$ cat src/rtl/icache_mshr.sv
`default_nettype none
// +--------------------------------------------------------------------------+
// | icache_mshr : instruction-cache miss status holding registers.           |
// | Merges multi-lane line misses, issues memory loads, delivers fills.      |
// | Revision: 1.0                                                            |
// +--------------------------------------------------------------------------+
module icache_mshr #(
    parameter int MSHR_ENTRIES = 4,
    parameter int REQ_LANES    = 2
) (
    input  logic                              clock,
    input  logic                              reset,
    input  logic [REQ_LANES-1:0]              req_valid,
    input  logic [REQ_LANES-1:0][31:0]        req_addr,
    input  logic                              flush,
    output logic [$clog2(MSHR_ENTRIES):0]     free_slots,
    output logic                              mem_req_valid,
    output logic [31:0]                       mem_req_addr,
    output logic [1:0]                        mem_req_command,
    input  logic [3:0]                        mem_transaction_tag,
    input  logic [63:0]                       mem_data,
    input  logic [3:0]                        mem_data_tag,
    output logic                              fill_valid,
    output logic [31:0]                       fill_addr,
    output logic [63:0]                       fill_data
);

    localparam int IDX_W = (MSHR_ENTRIES > 1) ? $clog2(MSHR_ENTRIES) : 1;
    localparam int CNT_W = $clog2(MSHR_ENTRIES) + 1;

    localparam logic [1:0] ST_FREE    = 2'd0;
    localparam logic [1:0] ST_PENDING = 2'd1;
    localparam logic [1:0] ST_ISSUED  = 2'd2;

    localparam logic [1:0] MEM_NONE = 2'd0;
    localparam logic [1:0] MEM_LOAD = 2'd1;

    localparam logic [31:0] LINE_MASK = 32'hFFFF_FFF8;

    logic [1:0]  state_q [MSHR_ENTRIES];
    logic [1:0]  state_d [MSHR_ENTRIES];
    logic [31:0] addr_q  [MSHR_ENTRIES];
    logic [31:0] addr_d  [MSHR_ENTRIES];
    logic [3:0]  tag_q   [MSHR_ENTRIES];
    logic [3:0]  tag_d   [MSHR_ENTRIES];

    logic        fill_valid_q, fill_valid_d;
    logic [31:0] fill_addr_q,  fill_addr_d;
    logic [63:0] fill_data_q,  fill_data_d;

    logic [31:0]             line_addr [REQ_LANES];
    logic [REQ_LANES-1:0]    lane_merge;
    logic                    pend_found;
    logic [IDX_W-1:0]        pend_idx;
    logic                    ret_found;
    logic [IDX_W-1:0]        ret_idx;
    logic [CNT_W-1:0]        free_cnt;
    logic [MSHR_ENTRIES-1:0] taken;
    logic                    placed;

    always_comb begin
        for (int l = 0; l < REQ_LANES; l++) begin
            line_addr[l] = req_addr[l] & LINE_MASK;
        end
    end

    // Lowest-index PENDING entry feeds the memory port; a data tag selects
    // the ISSUED entry it completes.
    always_comb begin
        pend_found = 1'b0;
        pend_idx   = '0;
        ret_found  = 1'b0;
        ret_idx    = '0;
        free_cnt   = '0;
        for (int i = 0; i < MSHR_ENTRIES; i++) begin
            if (!pend_found && state_q[i] == ST_PENDING) begin
                pend_found = 1'b1;
                pend_idx   = IDX_W'(i);
            end
            if (!ret_found && state_q[i] == ST_ISSUED &&
                mem_data_tag != 4'd0 && tag_q[i] == mem_data_tag) begin
                ret_found = 1'b1;
                ret_idx   = IDX_W'(i);
            end
            if (state_q[i] == ST_FREE) begin
                free_cnt = free_cnt + CNT_W'(1);
            end
        end
    end

    assign free_slots      = free_cnt;
    assign mem_req_valid   = pend_found & ~flush;
    assign mem_req_addr    = mem_req_valid ? addr_q[pend_idx] : 32'd0;
    assign mem_req_command = mem_req_valid ? MEM_LOAD : MEM_NONE;

    // A lane merges into any live entry (including one whose data returns
    // this cycle) or into an identical lower-numbered lane.
    always_comb begin
        lane_merge = '0;
        for (int l = 0; l < REQ_LANES; l++) begin
            for (int i = 0; i < MSHR_ENTRIES; i++) begin
                if (state_q[i] != ST_FREE && addr_q[i] == line_addr[l]) begin
                    lane_merge[l] = 1'b1;
                end
            end
            for (int k = 0; k < REQ_LANES; k++) begin
                if (k < l && req_valid[k] && line_addr[k] == line_addr[l]) begin
                    lane_merge[l] = 1'b1;
                end
            end
        end
    end

    always_comb begin
        state_d      = state_q;
        addr_d       = addr_q;
        tag_d        = tag_q;
        taken        = '0;
        placed       = 1'b0;
        fill_valid_d = ret_found;
        fill_addr_d  = fill_addr_q;
        fill_data_d  = fill_data_q;

        if (ret_found) begin
            state_d[ret_idx] = ST_FREE;
            fill_addr_d      = addr_q[ret_idx];
            fill_data_d      = mem_data;
        end

        if (mem_req_valid && mem_transaction_tag != 4'd0) begin
            state_d[pend_idx] = ST_ISSUED;
            tag_d[pend_idx]   = mem_transaction_tag;
        end

        if (flush) begin
            for (int i = 0; i < MSHR_ENTRIES; i++) begin
                if (state_q[i] == ST_PENDING) begin
                    state_d[i] = ST_FREE;
                end
            end
        end else begin
            // Only entries already FREE at the start of the cycle are candidates,
            // so a slot released by a returning fill waits one cycle.
            for (int l = 0; l < REQ_LANES; l++) begin
                placed = 1'b0;
                if (req_valid[l] && !lane_merge[l]) begin
                    for (int i = 0; i < MSHR_ENTRIES; i++) begin
                        if (!placed && state_q[i] == ST_FREE && !taken[i]) begin
                            taken[i]   = 1'b1;
                            placed     = 1'b1;
                            state_d[i] = ST_PENDING;
                            addr_d[i]  = line_addr[l];
                        end
                    end
                end
            end
        end
    end

    always_ff @(posedge clock or posedge reset) begin
        if (reset) begin
            for (int i = 0; i < MSHR_ENTRIES; i++) begin
                state_q[i] <= ST_FREE;
                addr_q[i]  <= '0;
                tag_q[i]   <= '0;
            end
            fill_valid_q <= 1'b0;
            fill_addr_q  <= '0;
            fill_data_q  <= '0;
        end else begin
            state_q      <= state_d;
            addr_q       <= addr_d;
            tag_q        <= tag_d;
            fill_valid_q <= fill_valid_d;
            fill_addr_q  <= fill_addr_d;
            fill_data_q  <= fill_data_d;
        end
    end

    assign fill_valid = fill_valid_q;
    assign fill_addr  = fill_addr_q;
    assign fill_data  = fill_data_q;

endmodule
`default_nettype wire

$ cat config.mk
export PLATFORM = sky130hd
export DESIGN_NAME = icache_mshr
export DESIGN_NICKNAME = d
export VERILOG_FILES = /design/src/rtl/icache_mshr.sv
export SDC_FILE = /design/constraint.sdc
export NUM_CORES = 1
export LEC_CHECK = 0
export BUFFER_PORTS_ARGS = -buffer_cell sky130_fd_sc_hd__buf_2
export CORE_ASPECT_RATIO = 0.8
export CORE_MARGIN = 2
export CORE_UTILIZATION = 55
export DETAILED_ROUTE_END_ITERATION = 12
export PLACE_DENSITY_LB_ADDON = 0.08
export REMOVE_ABC_BUFFERS = 1
export SYNTH_ARGS = -nofsm -noshare
export SYNTH_HDL_FRONTEND = slang
export SYNTH_SLANG_ARGS = --single-unit
$ cat constraint.sdc
create_clock -name clock -period 8.7 [get_ports clock]
set_input_delay 0.435 -clock clock [delete_from_list [all_inputs] [get_ports clock]]
set_output_delay 0.435 -clock clock [all_outputs]
set_load 0.01 [all_outputs]
# ---- Word level (Yosys, flattened, before mapping)
# Cells that the tools add are included.
dict set report word_totals {
  word_cells 210
  ff_bits 249
  input_bits 141
  output_inout_bits 135
}
dict set report classes {
  n_mux 92
  order_cmp 4
  n_eq_ne 21
  bitwise 9
  addsub 3
  reduce_logical 66
}
# cell n
set ops {}
lappend ops {{two-way mux 32 bit} 13}
lappend ops {{== test 32 bit} 8}
lappend ops {{two-way mux 128 bit} 2}
lappend ops {{binary-select mux 32 bit (select 2 bit)} 2}
lappend ops {{two-way mux 1 bit} 42}
lappend ops {{two-way mux 8 bit} 5}
lappend ops {{logical AND 1 bit} 38}
lappend ops {{two-way mux 2 bit} 18}
lappend ops {{== test 29 bit} 1}
lappend ops {{zero test 1 bit} 18}
lappend ops {{bitwise mux 16 bit} 1}
lappend ops {{== test 4 bit} 4}
lappend ops {{two-way mux 4 bit} 3}
lappend ops {{adder 3 x 1 -> 3 bit, second input constant} 3}
lappend ops {{two-way mux 3 bit} 3}
lappend ops {{bitwise AND 8 bit} 1}
lappend ops {{demux 2 bit (select 2 bit)} 2}
lappend ops {{demux 4 bit (select 2 bit)} 1}
lappend ops {{== test 2 x 1 -> 1 bit, second input constant} 4}
lappend ops {{== test 2 bit, second input constant} 4}
lappend ops {{zero test 2 bit} 4}
lappend ops {{inverter 8 bit} 1}
lappend ops {{nonzero test 2 bit} 4}
lappend ops {{nonzero test 4 bit} 2}
lappend ops {{8 further kinds} 11}

# ---- Depth between registers and ports, before layout
dict set report depth {
  word_depth 48
  mapped_depth 12
  ltp_nobuf 10
}

# ---- Worst setup path before layout
# No wires, ideal clock.
dict set report synth_path {
  path_kind {input to register}
  startpoint {input port mem_data_tag[0]}
  endpoint {register fill_addr_q[0], in the netlist fill_addr[0]}
  required_ns 8.563
  n_path_buf 3
  path_stages 11
  t_arrival_ns 2.746
  setup_ns 0.137
  slack_ns 5.817
  cell_sequence {buf_2 -> nor3_1 -> or3_1 -> a2111oi_0 -> nand4_1 -> nand2b_1 -> buf_2 -> buf_4 -> mux2_1 -> a222oi_1 -> a21oi_1}
}
dict set report synth_via {
  elab_chain_len 23
  elab_cells_between_ends 30
  classes_between {4 x eq/ne; 10 x mux; 1 x bitwise; 15 x reduce/logical}
}
# element line
set synth_rtl {}
lappend synth_rtl {{start: declaration} 22} ;# input logic [3:0] mem_data_tag,
lappend synth_rtl {{nonzero test 4 bit} 81} ;# mem_data_tag != 4'd0 && tag_q[i] == mem_data_tag) begin
lappend synth_rtl {{logical AND 1 bit} 80} ;# if (!ret_found && state_q[i] == ST_ISSUED &&
lappend synth_rtl {{logical AND 1 bit} 81}
lappend synth_rtl {{two-way mux 1 bit} 80}
lappend synth_rtl {{zero test 1 bit} 80}
lappend synth_rtl {{logical AND 1 bit (2 in a row)} 80}
lappend synth_rtl {{logical AND 1 bit} 81}
lappend synth_rtl {{two-way mux 1 bit} 80}
lappend synth_rtl {{[... 4 more ...]} -}
lappend synth_rtl {{two-way mux 1 bit} 80}
lappend synth_rtl {{zero test 1 bit} 80}
lappend synth_rtl {{logical AND 1 bit (2 in a row)} 80}
lappend synth_rtl {{logical AND 1 bit} 81}
lappend synth_rtl {{two-way mux 2 bit} 80}
lappend synth_rtl {{inverter 2 -> 3 bit (not written as such)} 126} ;# fill_addr_d = addr_q[ret_idx];
lappend synth_rtl {{binary-select mux 32 bit (select 2 bit)} 126}
lappend synth_rtl {{two-way mux 32 bit (not written as such) (2 in a row)} 126}
lappend synth_rtl {{end signal: assignment} 175} ;# fill_addr_q <= fill_addr_d;
lappend synth_rtl {{end: declaration} 48} ;# logic [31:0] fill_addr_q, fill_addr_d;
# Several ways; a longest one is shown, not always the timed one. The select of a mux whose other input is x is not followed.
# A chain may end at the register's enable or synchronous reset.

# ---- Final worst setup path
dict set report layout_path {
  startpoint {register state_q[5] (netlist bit)}
  endpoint {register addr_q[18] (netlist bit)}
}
dict set report layout_via {
  elab_chain_len 31
  elab_cells_between_ends 58
  classes_between {31 x mux; 27 x reduce/logical}
}
# element line
set layout_rtl {}
lappend layout_rtl {{start: declaration} 40} ;# logic [1:0] state_q [MSHR_ENTRIES];
lappend layout_rtl {{start signal: assignment} 171} ;# state_q <= state_d;
lappend layout_rtl {{nonzero test 2 bit} 102} ;# if (state_q[i] != ST_FREE && addr_q[i] == line_addr[l]) begin
lappend layout_rtl {{logical AND 1 bit} 102}
lappend layout_rtl {{two-way mux 1 bit (3 in a row)} 102}
lappend layout_rtl {{zero test 1 bit} 146} ;# if (req_valid[l] && !lane_merge[l]) begin
lappend layout_rtl {{logical AND 1 bit} 146}
lappend layout_rtl {{two-way mux 4 bit} 146}
lappend layout_rtl {{two-way mux 4 bit} 135} ;# if (flush) begin
lappend layout_rtl {{zero test 1 bit} 148} ;# if (!placed && state_q[i] == ST_FREE && !taken[i]) begin
lappend layout_rtl {{[... 11 more ...]} -}
lappend layout_rtl {{logical AND 1 bit (2 in a row)} 148}
lappend layout_rtl {{two-way mux 1 bit} 148}
lappend layout_rtl {{two-way mux 1 bit} 146}
lappend layout_rtl {{two-way mux 1 bit} 135}
lappend layout_rtl {{zero test 1 bit} 148}
lappend layout_rtl {{logical AND 1 bit (2 in a row)} 148}
lappend layout_rtl {{two-way mux 32 bit} 148}
lappend layout_rtl {{two-way mux 128 bit (*)} 146}
lappend layout_rtl {{end signal: assignment} 172} ;# addr_q <= addr_d;
lappend layout_rtl {{end: declaration} 42} ;# logic [31:0] addr_q [MSHR_ENTRIES];
# Mark *: on every way between the ends. The rest lies on a longest branch, timed or not. The select of a mux whose other input is x is not followed.

==> flow_results.xml <==
<?xml version="1.0" encoding="UTF-8"?>
<metrics>
  <group name="sta">
    <metric name="unrepaired_setup_endpoints_after_global_routing" unit="">false</metric>
    <metric name="max_clock_freq" unit="GHz">0.172</metric>
    <metric name="pins_over_slew_limit" unit="">0</metric>
    <metric name="period_minus_slack" unit="ps">5830</metric>
    <metric name="setup_viol" unit="">0</metric>
    <metric name="worst_slew_pin_slew" unit="ps">1220</metric>
    <metric name="setup_tns" unit="ps">0</metric>
    <metric name="timing.final.crit_share" unit="%">67.0</metric>
    <metric name="final_setup_margin" unit="ps">2870</metric>
    <metric name="worst_slew_margin_rel" unit="%">17.8</metric>
    <metric name="clock-skew-final" unit="ps">11.8</metric>
    <metric name="timing_hold_violations_final" unit="">0</metric>
  </group>
  <group name="layout">
    <metric name="antennaDiodeCount" unit="">0</metric>
    <metric name="final_layout_size_suffix_gt1_share" unit="%">24.9</metric>
    <metric name="area.growth.synth_to_final" unit="%">12.5</metric>
    <metric name="final_nets" unit="">2067</metric>
    <metric name="utilization" unit="%">62.8</metric>
  </group>
  <group name="floorplanning">
    <metric name="die_height" unit="µm">161</metric>
    <metric name="fp.dieW" unit="µm">200</metric>
    <metric name="fp-row-count" unit="">57</metric>
    <metric name="boundaryPins" unit="">276</metric>
    <metric name="start_util" unit="%">55.8</metric>
    <metric name="die-area" unit="mm²">0.0322</metric>
    <metric name="core_area" unit="mm²">0.0303</metric>
  </group>
  <group name="global_routing">
    <metric name="grt_max_degree" unit="">119</metric>
    <metric name="globalRoute.totalOverflow" unit="">0</metric>
    <metric name="grt_first_pass_wirelength" unit="µm">102000</metric>
    <metric name="via_count_of_the_first_global_routing_pass" unit="">16300</metric>
    <metric name="global_route.usage.total" unit="%">41.7</metric>
    <metric name="grt_antenna_before_repair" unit="">2</metric>
  </group>
  <group name="detailed_routing">
    <metric name="drt_first_pass_iters" unit="">7</metric>
    <metric name="average_detailed_routed_wire_length_per_instance" unit="µm">29.2</metric>
    <metric name="finalWirelength" unit="µm">68600</metric>
    <metric name="starting_drt_drc_count" unit="">2481</metric>
    <metric name="vias_per_cell" unit="">7.07</metric>
    <metric name="vias_post_dr" unit="">16600</metric>
    <metric name="detail_route.drc_violations" unit="">0</metric>
    <metric name="post_drt_antenna_nets" unit="">0</metric>
  </group>
  <group name="worst_setup_path">
    <metric name="crit_chain" unit="">nor2_2, buf_4, inv_2, nand4_1, nor4_1, a21oi_2, buf_4, inv_1, o311ai_4, buf_4, nand4_2, buf_4, a311oi_1</metric>
    <metric name="slowest_delay" unit="ps">760</metric>
    <metric name="worstPathMaxFanout" unit="">35</metric>
    <metric name="worst-setup-path-type" unit="">reg2reg</metric>
    <metric name="worst-endpoint-arrival" unit="ps">6300</metric>
    <metric name="crit_slowest_cell" unit="">nand4_2</metric>
    <metric name="worst_setup_sp_type" unit="">register</metric>
    <metric name="worstPathRequired" unit="ps">9170</metric>
    <metric name="critPathCaptureType" unit="">register</metric>
    <metric name="worstPathBufferInverterCount" unit="">6</metric>
    <metric name="crit_top_cell" unit="">buf_4</metric>
    <metric name="timing.critical_path.max_delay_family" unit="">buffers and inverters</metric>
  </group>
  <group name="placement">
    <metric name="dp_hpwl" unit="µm">46600</metric>
    <metric name="detailedPlace.worstSlack" unit="ps">3380</metric>
    <metric name="number_of_port_buffers" unit="">268</metric>
    <metric name="gpl.final_weighted_congestion" unit="">1.05</metric>
  </group>
  <group name="power_and_ir_drop">
    <metric name="worst_ir_drop_vdd" unit="mV">0.256</metric>
    <metric name="cellLeakagePower" unit="nW">7.97</metric>
    <metric name="power-per-cell-area" unit="mW/mm²">398</metric>
  </group>
  <group name="yosys">
    <metric name="synthTopCellsByArea" unit="">dfrtp_1, xnor2_1, xor2_1, mux2_2, a222oi_1</metric>
    <metric name="post-synth-top-area-cell" unit="">dfrtp_1</metric>
    <metric name="yosysWarnings" unit="">0</metric>
    <metric name="postSynth.topFlopCell" unit="">dfrtp_1</metric>
    <metric name="yosysSeqAreaShare" unit="%">36.8</metric>
    <metric name="ys_async_sr_fraction" unit="%">100</metric>
    <metric name="ys_ff_latch" unit="">249</metric>
    <metric name="syn_avg_cell_area" unit="µm²">9.45</metric>
    <metric name="synth-edff-count" unit="">0</metric>
    <metric name="post-synth-top-count-cell" unit="">dfrtp_1</metric>
    <metric name="synth_top_area_share" unit="%">36.8</metric>
    <metric name="total_standard_cell_area_after_synthesis" unit="mm²">0.0169</metric>
    <metric name="synthTopCellsByCount" unit="">dfrtp_1, xnor2_1, xor2_1</metric>
    <metric name="synthDistinctLibCells" unit="">68</metric>
    <metric name="synthesis.instances" unit="">1791</metric>
  </group>
  <group name="clock_tree">
    <metric name="htree_num_levels" unit="">1</metric>
    <metric name="clock_path_buffers" unit="">3</metric>
    <metric name="cts-resized-gates" unit="">0</metric>
    <metric name="cts.root.buffer_cell" unit="">clkbuf_16</metric>
    <metric name="clkTransAtPathRegs" unit="ps">70</metric>
    <metric name="clock_insertion_delay_worst_skew" unit="ps">570</metric>
    <metric name="numClockSinks" unit="">249</metric>
    <metric name="cts_hold_buf" unit="">0</metric>
    <metric name="cts_inserted_buffers" unit="">27</metric>
    <metric name="post_cts_buffers" unit="">0</metric>
    <metric name="cts_tree" unit="">done</metric>
  </group>
  <group name="flow_run">
    <metric name="number_of_violations_of_the_max_capacitance_limit" unit="">0</metric>
  </group>
  <group name="outcome">
    <metric name="run_status" unit="">completed</metric>
  </group>
  <group name="min_path">
    <metric name="worst_hold_path_type" unit="">in2async</metric>
  </group>
</metrics>
==> cells by family after synthesis <==
logic type	share of synthesized area (%)
xor+xnor	14.3
other cells	0.0222
flops	36.8
mux	7.50
simple gates	14.4
fa+ha+maj	0.370
buf+inv	8.12
compound gates	18.4
==> area by class of cell <==
class,instances,area [µm²]
tap,413,517
clock buffer,33,738
fill,2581,11300
multi-input combinational,1237,9400
clock inverter,15,140
sequential,249,6230
inverter,99,379
timing repair buffer,307,1630
==> cells in the final DEF, fill, tap and decap left out, types with 4 or more instances in the layout <==
cell	count
mux2_2	86
o21ai_0	31
nand3_1	36
o311ai_0	28
a31oi_1	54
and3_1	5
clkinv_2	8
inv_1	95
xor2_1	117
buf_2	268
nor4_2	12
clkbuf_8	4
and2_1	34
nor4_1	55
a21oi_1	37
o221a_1	4
mux2i_1	29
clkbuf_16	27
nand4_1	76
nor2_2	5
nor2_1	102
buf_4	39
or3_1	6
a2bb2oi_1	54
nand2_1	47
dfrtp_1	249
xnor2_1	159
o32ai_1	25
ha_1	5
a222oi_1	64
nor2b_1	7
nor3_1	38
a311oi_1	58
==> where the power goes <==
group,switching (W),internal [W]
clock network,0.000517,0.000661
logic,0.00250,0.00157
registers,0.000644,0.00170
total,0.00366,0.00392
==> worst paths after layout <==
| path | to | slack (ps) | startpoint | cells after the start |
|---|---|---|---|---|
| hold reg to reg | fill_data[25]$_DFFE_PP0N_ | 500 | fill_data[25]$_DFFE_PP0N_ | 1 |
| setup / recovery | addr_q[18]$_DFFE_PP0N_ | 2870 | state_q[5]$_DFF_PP0_ | 13 |
| hold / removal | fill_data[54]$_DFFE_PP0N_ | 50 | reset | 2 |
| max in group asynchronous | fill_addr[24]$_DFFE_PP0N_ | 7180 | reset | 3 |
| setup reg to reg | addr_q[18]$_DFFE_PP0N_ | 2870 | state_q[5]$_DFF_PP0_ | 13 |
| min in group clock | fill_data[54]$_DFFE_PP0N_ | 90 | mem_data[54] | 2 |
==> per-stage QoR <==
stage	hold slack [ps]	instances	total power [W]	cell area [µm²]
CTS	76.2	2353	0.00743	19000
detailed placement	491	2305	0.00624	18200
finish	49.7	2353	0.00758	19000
global route	82.2	2353	0.00791	19000
global placement	484	2305	0.00612	18200
floorplan	488	1585	0.00463	15900
==> sequential cells by signal (all words and copies together), names as in the netlist, named ones only <==
signal / count
fill_valid: 1
tag_q: 16
fill_data: 64
fill_addr: 32
state_q: 8
addr_q: 125
==> metal layers <==
layer	up-vias	wire, µm	GRT usage, %
li1	6890	-	-
met4	2	2700	16.7
met5	-	9	0
met3	255	9800	13.5
met2	1362	28700	59.0
met1	8126	27500	58.7
Note: power is estimated with default switching activity, not from simulation.
